==> src/rtl/sg13g2_pad_ctrl.sv <==
// sg13g2 pad-ring controller: per-pad mode/pull config, combinational output
// drive, and a synchronised, glitch-filtered input path with edge pulses.

// One pad: output-mode decode, pull decode, 2-flop sync and stability filter.
module sg13g2_pad_lane #(
  parameter int FiltLen = 4,
  parameter int CntW    = $clog2(FiltLen + 1)
) (
  input  logic       clk_i,
  input  logic       rst_i,
  input  logic [3:0] cfg,
  input  logic       core_d,
  input  logic       pad_in,
  output logic       core_q,
  output logic       rise,
  output logic       fall,
  output logic       pad_d,
  output logic       pad_oe,
  output logic       pad_pu,
  output logic       pad_pd
);
  typedef enum logic [1:0] {MODE_IN, MODE_OUT, MODE_OD, MODE_OFF} mode_e;

  mode_e           mode;
  logic            s1, s2, st;
  logic [CntW-1:0] cnt;

  assign mode   = mode_e'(cfg[1:0]);
  assign pad_pu = cfg[2];
  assign pad_pd = cfg[3] & ~cfg[2];
  assign core_q = st;

  // Output drive: open-drain only ever drives low, so d stays 0 and oe carries the data.
  always_comb begin
    pad_d  = 1'b0;
    pad_oe = 1'b0;
    case (mode)
      MODE_OUT: begin
        pad_oe = 1'b1;
        pad_d  = core_d;
      end
      MODE_OD: pad_oe = ~core_d;
      default: ;
    endcase
  end

  // Sync + filter: a new level is accepted after FiltLen consecutive differing samples.
  // OFF holds the whole path cleared so leaving OFF restarts from a known 0.
  always_ff @(posedge clk_i) begin
    if (rst_i || mode == MODE_OFF) begin
      s1   <= 1'b0;
      s2   <= 1'b0;
      st   <= 1'b0;
      cnt  <= '0;
      rise <= 1'b0;
      fall <= 1'b0;
    end else begin
      s1   <= pad_in;
      s2   <= s1;
      rise <= 1'b0;
      fall <= 1'b0;
      if (s2 == st) begin
        cnt <= '0;
      end else if (cnt == CntW'(FiltLen - 1)) begin
        st   <= s2;
        cnt  <= '0;
        rise <= s2;
        fall <= ~s2;
      end else begin
        cnt <= cnt + CntW'(1);
      end
    end
  end
endmodule

module sg13g2_pad_ctrl #(
  parameter int NumPads = 8,
  parameter int FiltLen = 4,
  parameter int IdxW    = (NumPads > 1) ? $clog2(NumPads) : 1,
  parameter int CntW    = $clog2(FiltLen + 1)
) (
  input  logic               clk_i,
  input  logic               rst_i,
  input  logic               cfg_we_i,
  input  logic [IdxW-1:0]    cfg_idx_i,
  input  logic [3:0]         cfg_wdata_i,
  output logic [3:0]         cfg_rdata_o,
  input  logic [NumPads-1:0] core_d_i,
  output logic [NumPads-1:0] core_d_o,
  output logic [NumPads-1:0] core_rise_o,
  output logic [NumPads-1:0] core_fall_o,
  output logic [NumPads-1:0] pad_d_o,
  output logic [NumPads-1:0] pad_oe_o,
  output logic [NumPads-1:0] pad_pu_o,
  output logic [NumPads-1:0] pad_pd_o,
  input  logic [NumPads-1:0] pad_d_i
);
  logic [NumPads-1:0][3:0] cfg_q;

  // Config write; indices with no matching pad simply match nothing and are dropped.
  always_ff @(posedge clk_i) begin
    if (rst_i) begin
      cfg_q <= '0;
    end else if (cfg_we_i) begin
      for (int p = 0; p < NumPads; p++)
        if (cfg_idx_i == IdxW'(p)) cfg_q[p] <= cfg_wdata_i;
    end
  end

  // Readback mux; out-of-range indices fall through to 0.
  always_comb begin
    cfg_rdata_o = 4'b0000;
    for (int p = 0; p < NumPads; p++)
      if (cfg_idx_i == IdxW'(p)) cfg_rdata_o = cfg_q[p];
  end

  for (genvar p = 0; p < NumPads; p++) begin : g_pad
    sg13g2_pad_lane #(.FiltLen(FiltLen), .CntW(CntW)) u_lane (
      .clk_i  (clk_i),
      .rst_i  (rst_i),
      .cfg    (cfg_q[p]),
      .core_d (core_d_i[p]),
      .pad_in (pad_d_i[p]),
      .core_q (core_d_o[p]),
      .rise   (core_rise_o[p]),
      .fall   (core_fall_o[p]),
      .pad_d  (pad_d_o[p]),
      .pad_oe (pad_oe_o[p]),
      .pad_pu (pad_pu_o[p]),
      .pad_pd (pad_pd_o[p])
    );
  end
endmodule
==> config.mk <==
export PLATFORM = sky130hd
export DESIGN_NAME = sg13g2_pad_ctrl
export DESIGN_NICKNAME = d
export VERILOG_FILES = /design/src/rtl/sg13g2_pad_ctrl.sv
export SDC_FILE = /design/constraint.sdc
export NUM_CORES = 1
export LEC_CHECK = 0
export BUFFER_PORTS_ARGS = -buffer_cell sky130_fd_sc_hd__buf_2
export CAP_MARGIN = 20
export CORE_MARGIN = 1.5
export CORE_UTILIZATION = 55
export DETAILED_ROUTE_END_ITERATION = 8
export PLACE_DENSITY_LB_ADDON = 0.3
export SLEW_MARGIN = 40
export SYNTH_ARGS = -nofsm -noshare
export SYNTH_HDL_FRONTEND = slang
export SYNTH_HIERARCHICAL = 1
export SYNTH_SLANG_ARGS = --single-unit
==> constraint.sdc <==
create_clock -name clk_i -period 2.22 [get_ports clk_i]
set_input_delay 0.444 -clock clk_i [delete_from_list [all_inputs] [get_ports clk_i]]
set_output_delay 0.444 -clock clk_i [all_outputs]
set_load 0.01 [all_outputs]
Yosys cells after proc, flatten, opt, wreduce, memory -nomap -nowiden
Cells that the tools add are included.
{ "word_totals": {"ff_bits": 96, "in_bits": 26, "out_inout_bits": 60, "wordCells": 224} }
{ "op_classes": {"add_sub_neg": 8, "n_eq_ne": 47, "mux": 24, "bitwise": 48, "n_reduce_logical": 41} }
{ "ops": {"columns": ["cell", "n"], "rows": [
  ["$reduce_or 3->1", 16],
  ["$not 1->1", 40],
  ["$eq 2x2->1 const B", 16],
  ["$mux 4", 8],
  ["$reduce_and 2->1", 16],
  ["$eq 3x2->1 const B", 10],
  ["$add 3x1->3 const B", 8],
  ["$eq 2x1->1 const B", 8],
  ["$pmux 1 s2", 8],
  ["$eq 3x3->1 const B", 4],
  ["$and 1x1->1", 8],
  ["$eq 1x1->1", 8],
  ["$logic_or 1x1->1", 8],
  ["$mux 1", 8],
  ["$eq 3x1->1 const B", 1],
  ["$logic_not 3->1", 1]
]} }

Logic depth before layout (Yosys ltp)
Gate-level depths: netlist of run 1.
{ "logic_depth": {"word_depth": 9, "ltp_mapped": 5, "mapped_depth_nobuf": 4} }

Modules after synthesis
The synthesis of run 1 kept the hierarchy.
{ "modules_own_cells": {"columns": ["module", "n_inst", "cells_each", "area_each_um2", "seq_area_each_um2"], "rows": [
  ["sg13g2_pad_lane", 8, 34, 364.1, 160.2],
  ["sg13g2_pad_ctrl", 1, 138, 1516.5, 640.6]
]} }

Worst setup path after synthesis of run 1
Ideal clock, no wire load.
{ "synth_path": {"kind": "input port to output port", "startpoint": "in cfg_idx_i[0]", "endpoint": "out cfg_rdata_o[1]", "t_arrival_ns": 1.441, "required_ns": 1.776, "setup_slack_ns": 0.335, "stages": 4, "path_buffers": 2, "path_cell_list": "buf_6 buf_8 mux4_2 mux2_4"} }
{ "synth_via": {"elab_chain_len": 9, "elab_cells_between_ends": 16, "cone_classes": "7 x eq/ne; 8 x mux; 1 x reduce/logical"} }
{ "synth_rtl": {"columns": ["element", "line", "rtl"], "rows": [
  ["from (decl)", "85", "input logic [IdxW-1:0] cfg_idx_i,"],
  ["$logic_not 3->1", "114", "if (cfg_idx_i == IdxW'(p)) cfg_rdata_o = cfg_q[p];"],
  ["$mux 4 (7 in a row)", "114", null],
  ["$mux 4 *", "114", null],
  ["to (decl)", "87", "output logic [3:0] cfg_rdata_o,"]
]} }
Every way passes the cells marked *; elsewhere a longest branch is shown, timed or not.

Worst setup path in the final report of run 1
{ "layout_path": {"startpoint": "in cfg_idx_i[0]", "endpoint": "out cfg_rdata_o[2]"} }
The elaborated chain is that of the path after synthesis.

==> impl_metrics.env, run 1 <==
export IMPL_status="finished clean"
export IMPL_synth_common_cells="96 x dfxtp_1, 48 x nor2_1, 43 x mux2i_1"
export IMPL_via_per_inst=5.08
export IMPL_setup_tns_ps=0
export IMPL_crit_cells=4
export IMPL_grt_max_degree=29
export IMPL_clk_pin_slew_worst_paths_ps=90
export IMPL_synth_cell_types=35
export IMPL_ctsResizeCount=0
export IMPL_post_route_min_period_ps=2150
export IMPL_ys_seq_area_share_pct=43.4
export IMPL_multi_input_area_um2=2240
export IMPL_htreeDepth=3
export IMPL_fp_dieArea_um2=8600
export IMPL_hold_depth=2
export IMPL_wl_um=7540
export IMPL_place_gp_congestion=0.765
export IMPL_ys_flop_type="dfxtp_1"
export IMPL_fmax_ghz=0.465
export IMPL_grt_use_total_pct=18.7
export IMPL_port_buffers=85
export IMPL_core_area_um2=7770
export IMPL_root_buffer="clkbuf_8"
export IMPL_cts_buffer_depth=2
export IMPL_grt_pass1_vias=2850
export IMPL_yosysMostFrequentCell="dfxtp_1"
export IMPL_path_cells="buf_2 > mux4_1 > mux2_2 > buf_2"
export IMPL_synthXorXnorAreaFrac_pct=1.58
export IMPL_crit_arrival_ps=1710
export IMPL_start_util_pct=57.0
export IMPL_utilization_pct=65.1
export IMPL_clock_latency_ps=360
export IMPL_regArea_um2=1920
export IMPL_die_h_um=92.7
export IMPL_grt_overflow=0
export IMPL_synthMuxAreaShare_pct=14.0
export IMPL_synth_simple_area_share_pct=22.1
export IMPL_fillerInstances=671
export IMPL_cts_sinks=96
export IMPL_endpoint_kind="primary output"
export IMPL_synth_seq_cells=96
export IMPL_cts_tree="built"
export IMPL_worstPathMaxFanout=10
export IMPL_maxCapViolCount=0
export IMPL_hold_viol=0
export IMPL_synth_fa_ha_area_share_pct=11.3
export IMPL_wl_per_cell_um=12.7
export IMPL_avgSynthCellArea_um2=10.8
export IMPL_synth_area_leaders="dfxtp_1 43%, ha_1 11%, mux2i_1 9.7%"
export IMPL_hpwl_um=5590
export IMPL_antenna_found_initial=0
export IMPL_ios=86
export IMPL_syn2layout_area_growth_pct=14.1
export IMPL_power_leakage_nw=2.32
export IMPL_critPathMostFrequentCell="buf_2"
export IMPL_synth_top_family_by_area="simple AND/OR/NAND/NOR gates"
export IMPL_cp_top_family="multiplexers"
export IMPL_slowest_delay_ps=600
export IMPL_postCtsSetupRepairBufs=0
export IMPL_synthArstFlopShare_pct=0
export IMPL_drt_iter0_markers=87
export IMPL_drc=0
export IMPL_diodes=0
export IMPL_syn_num_nets=476
export IMPL_synth_top_area_cell="dfxtp_1"
export IMPL_worst_pin_slew_ps=484
export IMPL_dr_pass1_iters=4
export IMPL_design_area_um2=5050
export IMPL_synth_top_cell_area_share_pct=43.4
export IMPL_setup_viol=0
export IMPL_synth_edf_count=0
export IMPL_rows=32
export IMPL_dpl_cell_area_um2=4860
export IMPL_critPathBufInv=2
export IMPL_path_class="in -> out"
export IMPL_grt_pass1_wl_um=12700
export IMPL_dieWidth_um=92.7
export IMPL_vias=3013
export IMPL_synth_compound_area_share_pct=1.58
export IMPL_yosysWarnings=6
export IMPL_r2r_cells=3
export IMPL_drive_gt1_share_pct=27.5
export IMPL_rsz0062_at_grt="no"
export IMPL_power_total_w=0.00306
export IMPL_hold_buffers=0
export IMPL_cp_start_kind="input pin"
export IMPL_cp_required_ps=1780
export IMPL_crit_slowest_cell="mux4_1"
export IMPL_numCtsBuffers=9
export IMPL_ant_nets=0
export IMPL_nets=552
export IMPL_fin_crit_sh_pct=96.9
export IMPL_p_per_area_nw_per_um2=605
export IMPL_skew_ps=8.93
export IMPL_synth_cell_area_um2=4430
export IMPL_syn_inst=410
export IMPL_slew_headroom_pct=67.7
export IMPL_slew_viol_final=0
export IMPL_ir_drop_mv=0.321
export IMPL_hold_class="in -> reg"
[final timing paths]
kind                                  to                   start  slack [ps]
setup / recovery          cfg_rdata_o[2]            cfg_idx_i[0]          70
hold reg to reg   g_pad[6].u_lane/cnt[0]  g_pad[6].u_lane/cnt[0]         430
setup reg to reg  g_pad[3].u_lane/cnt[0]  g_pad[3].u_lane/cnt[0]         990
hold / removal        g_pad[6].u_lane/s1              pad_d_i[6]         280
[per-stage QoR]
step | hold WS [ps] | std cells | worst slack [ps]
finish | 280 | 593 | 68.3
detailed placement | 415 | 577 | 75.3
global placement | 409 | 577 | 130
global route | 266 | 593 | 25.3
CTS | 264 | 593 | 74.5
floorplan | 406 | 410 | 335
[registers in the layout, indices dropped and copies added, names as in the netlist]
register / flops
cfg_q: 32
g_pad.u_lane/cnt: 24
g_pad.u_lane/core_q: 8
g_pad.u_lane/fall: 8
g_pad.u_lane/rise: 8
g_pad.u_lane/s1: 8
g_pad.u_lane/s2: 8
[final cells by class]
type	count	share of cell area, %
tap	102	2.52
inverter	32	2.38
sequential	96	38.0
clock inverter	3	0.470
multi-input combinational	258	44.3
clock buffer	13	3.34
timing repair buffer	89	9.01
[power by group]
part	total (W)	internal [W]	leakage [nW]	switching, W
registers	0.00178	0.00175	0.778	0.0000248
clock network	0.00109	0.000504	0.0923	0.000585
logic	0.000195	0.0000899	1.45	0.000105
[placed cells by master (no fill, tap or decap), types with 2 or more instances in the layout]
| master | instances |
|---|---|
| inv_1 | 32 |
| mux2i_1 | 43 |
| nor2b_1 | 8 |
| nand2b_1 | 8 |
| clkinvlp_4 | 2 |
| or2_1 | 8 |
| and4b_2 | 16 |
| ha_1 | 40 |
| nor2_1 | 48 |
| buf_2 | 85 |
| buf_4 | 4 |
| nor4bb_1 | 2 |
| dfxtp_1 | 96 |
| nor4_1 | 16 |
| mux2_2 | 2 |
| mux4_2 | 2 |
| mux4_1 | 4 |
| and2_1 | 24 |
| a21oi_1 | 8 |
| nand4b_1 | 3 |
| xnor2_1 | 8 |
| nor4b_2 | 8 |
| clkbuf_8 | 12 |
[cells by family (layout without fill, tap and decap cells)]
logic type	count (synthesis)	count (layout)
mux	52	52
compound gates	12	12
buf+inv	56	137
fa+ha+maj	40	40
xor+xnor	8	8
flops	96	96
simple gates	146	146
[metal layers]
layer	part of all wire, %	routed length [um]	track usage (%)
met2	48	3660	31.8
met5	0	0	0
met1	46	3450	22.6
met4	1.6	119	9.34
met3	4.1	310	3.28
[worst register-to-register path: cells and delay by family, from the launching register on]
kind / cells / cell delay [ps]
DFF: 1 / 330
and+or+nand+nor: 1 / 340
adders and majority gates: 2 / 450
No activity file was read; power rests on OpenSTA's default activity.
==> inputs of run 2 (changes only) <==
CELL_PAD_IN_SITES_DETAIL_PLACEMENT = 1   (was unset)
CELL_PAD_IN_SITES_GLOBAL_PLACEMENT = 1   (was unset)
CORE_UTILIZATION = 43   (was 55)
RECOVER_POWER = 25   (was unset)
==> impl_metrics.env, run 2 (synthesis gave the netlist of run 1 again) <==
export IMPL_mostFrequentLayoutCells="96 x dfxtp_1, 85 x buf_2, 48 x nor2_1"
export IMPL_dr_pass1_iters=4
export IMPL_p_sw_share_pct=23.4
export IMPL_fmax_ghz=0.464
export IMPL_path_cells="buf_2 > mux4_1 > mux2_2 > buf_2"
export IMPL_fp_dieArea_um2=10900
export IMPL_die_h_um=104
export IMPL_crit_arrival_ps=1710
export IMPL_crit_slowest_cell="mux4_1"
export IMPL_vias=3126
export IMPL_rows=36
export IMPL_hold_class="in -> reg"
export IMPL_cts_sinks=96
export IMPL_cts_buffer_depth=2
export IMPL_core_area_um2=9860
export IMPL_hold_viol=0
export IMPL_post_route_min_period_ps=2150
export IMPL_worstPathMaxFanout=11
export IMPL_multi_input_area_um2=2240
export IMPL_ctsResizeCount=0
export IMPL_reg_top3="cfg_q x32, g_pad.u_lane/cnt x24"
export IMPL_cts_tree="built"
export IMPL_fin_crit_sh_pct=97.1
export IMPL_htreeDepth=3
export IMPL_postCtsSetupRepairBufs=0
export IMPL_worst_pin_slew_ps=504
export IMPL_drc=0
export IMPL_rsz0062_at_grt="no"
export IMPL_final_cells=625
export IMPL_grt_max_degree=30
export IMPL_grt_pass1_wl_um=15400
export IMPL_path_class="in -> out"
export IMPL_placedCellCount=609
export IMPL_final_common_cell="dfxtp_1"
export IMPL_critPathMostFrequentCell="buf_2"
export IMPL_wl_per_cell_um=14.8
export IMPL_clk_pin_slew_worst_paths_ps=90
export IMPL_via_per_inst=5.00
export IMPL_grt_pass1_vias=3205
export IMPL_skew_ps=10.8
export IMPL_slew_viol_final=0
export IMPL_port_buffers=85
export IMPL_drt_iter0_markers=38
export IMPL_ant_nets=0
export IMPL_dieWidth_um=104
export IMPL_diodes=0
export IMPL_wl_um=9240
export IMPL_ir_drop_mv=0.359
export IMPL_slew_headroom_pct=66.4
export IMPL_status="finished clean"
export IMPL_slowest_delay_ps=600
export IMPL_numCtsBuffers=9
export IMPL_endpoint_kind="primary output"
export IMPL_setup_tns_ps=0
export IMPL_clock_latency_ps=360
export IMPL_switchingPower_w=0.000723
export IMPL_hpwl_um=6970
export IMPL_hold_buffers=0
export IMPL_cp_start_kind="input pin"
export IMPL_setup_viol=0
export IMPL_largest_reg_flops=32
export IMPL_pwr_share_clk_pct=35.8
export IMPL_fillerInstances=1122
export IMPL_grt_overflow=0
export IMPL_regArea_um2=1920
export IMPL_p_comb_share_pct=6.6
export IMPL_p_int_w=0.00236
export IMPL_syn2layout_area_growth_pct=14.9
export IMPL_drive_gt1_share_pct=27.0
export IMPL_place_gp_congestion=0.739
export IMPL_start_util_pct=44.9
export IMPL_p_per_area_nw_per_um2=606
export IMPL_antenna_found_initial=0
export IMPL_nets=553
export IMPL_power_frac_seq_pct=57.6
export IMPL_ios=86
export IMPL_grt_use_total_pct=17.7
export IMPL_top_register="cfg_q"
export IMPL_maxCapViolCount=0
export IMPL_root_buffer="clkbuf_8"
export IMPL_power_leakage_nw=2.31
export IMPL_cp_required_ps=1780
run 2: changes by cell type in the layout (fill, tap and decap cells not counted):
cell,change
buf_4,+1
bufinv_16,+1
clkinvlp_4,-1
clkinv_2,+1
or2_1,-4
or2_0,+4
clkbuf_1,+3
clkbuf_8,-3
and2_1,-9
inv_6,-1
and2_0,+9
run 2: path summary, 6_finish.rpt:
check	cells past startpoint	slack (ps)	endpoint	startpoint
max	4	70	cfg_rdata_o[2]	cfg_idx_i[0]
min reg2reg	1	430	g_pad[7].u_lane/cnt[0]	g_pad[7].u_lane/cnt[0]
max reg2reg	3	900	g_pad[4].u_lane/cnt[1]	cfg_q[16]
min	2	280	g_pad[3].u_lane/s1	pad_d_i[3]
run 2: worst max-delay path, delay by kind of cell:
| kind | cells | cell delay, ps |
|---|---|---|
| muxes | 2 | 880 |
| buffers and inverters | 2 | 400 |
run 2: area by class of cell:
class,count,area share (%)
clock inverters,3,0.836
multi-input cells,258,44.0
well taps,133,3.27
clock buffers,13,2.73
inverters,32,2.36
flip-flops and latches,96,37.8
repair buffers,90,9.10
run 2: layer usage:
layer | vias up | track usage (%) | part of all wire (%)
met5 | - | 0 | 0
met2 | 59 | 31.4 | 50
met4 | 0 | 7.44 | 1.7
met1 | 1504 | 20.6 | 45
met3 | 12 | 3.57 | 3.4
li1 | 1551 | - | -
run 2: power by group through the flow:
stage          combinational [W]  sequential, W  clock [W]
3_3_place_gp            0.000194        0.00182          0
2_1_floorplan           0.000146        0.00181          0
6_report                0.000203        0.00178    0.00111
5_1_grt                 0.000226        0.00178    0.00121
4_1_cts                 0.000207        0.00178    0.00114
3_5_place_dp            0.000206        0.00182          0
run 2: stage by stage:
stage / hold slack [ps] / setup WS (ps) / power [W] / util (%) / area (um^2)
global route: 265 / 1.48 / 0.00322 / 51.6 / 5090
floorplan: 406 / 335 / 0.00195 / - / 4430
finish: 278 / 65.1 / 0.00309 / 51.6 / 5090
CTS: 259 / 54.7 / 0.00313 / 51.6 / 5090
detailed placement: 416 / 56.7 / 0.00202 / 49.8 / 4910
global placement: 409 / 116 / 0.00201 / 49.8 / 4910
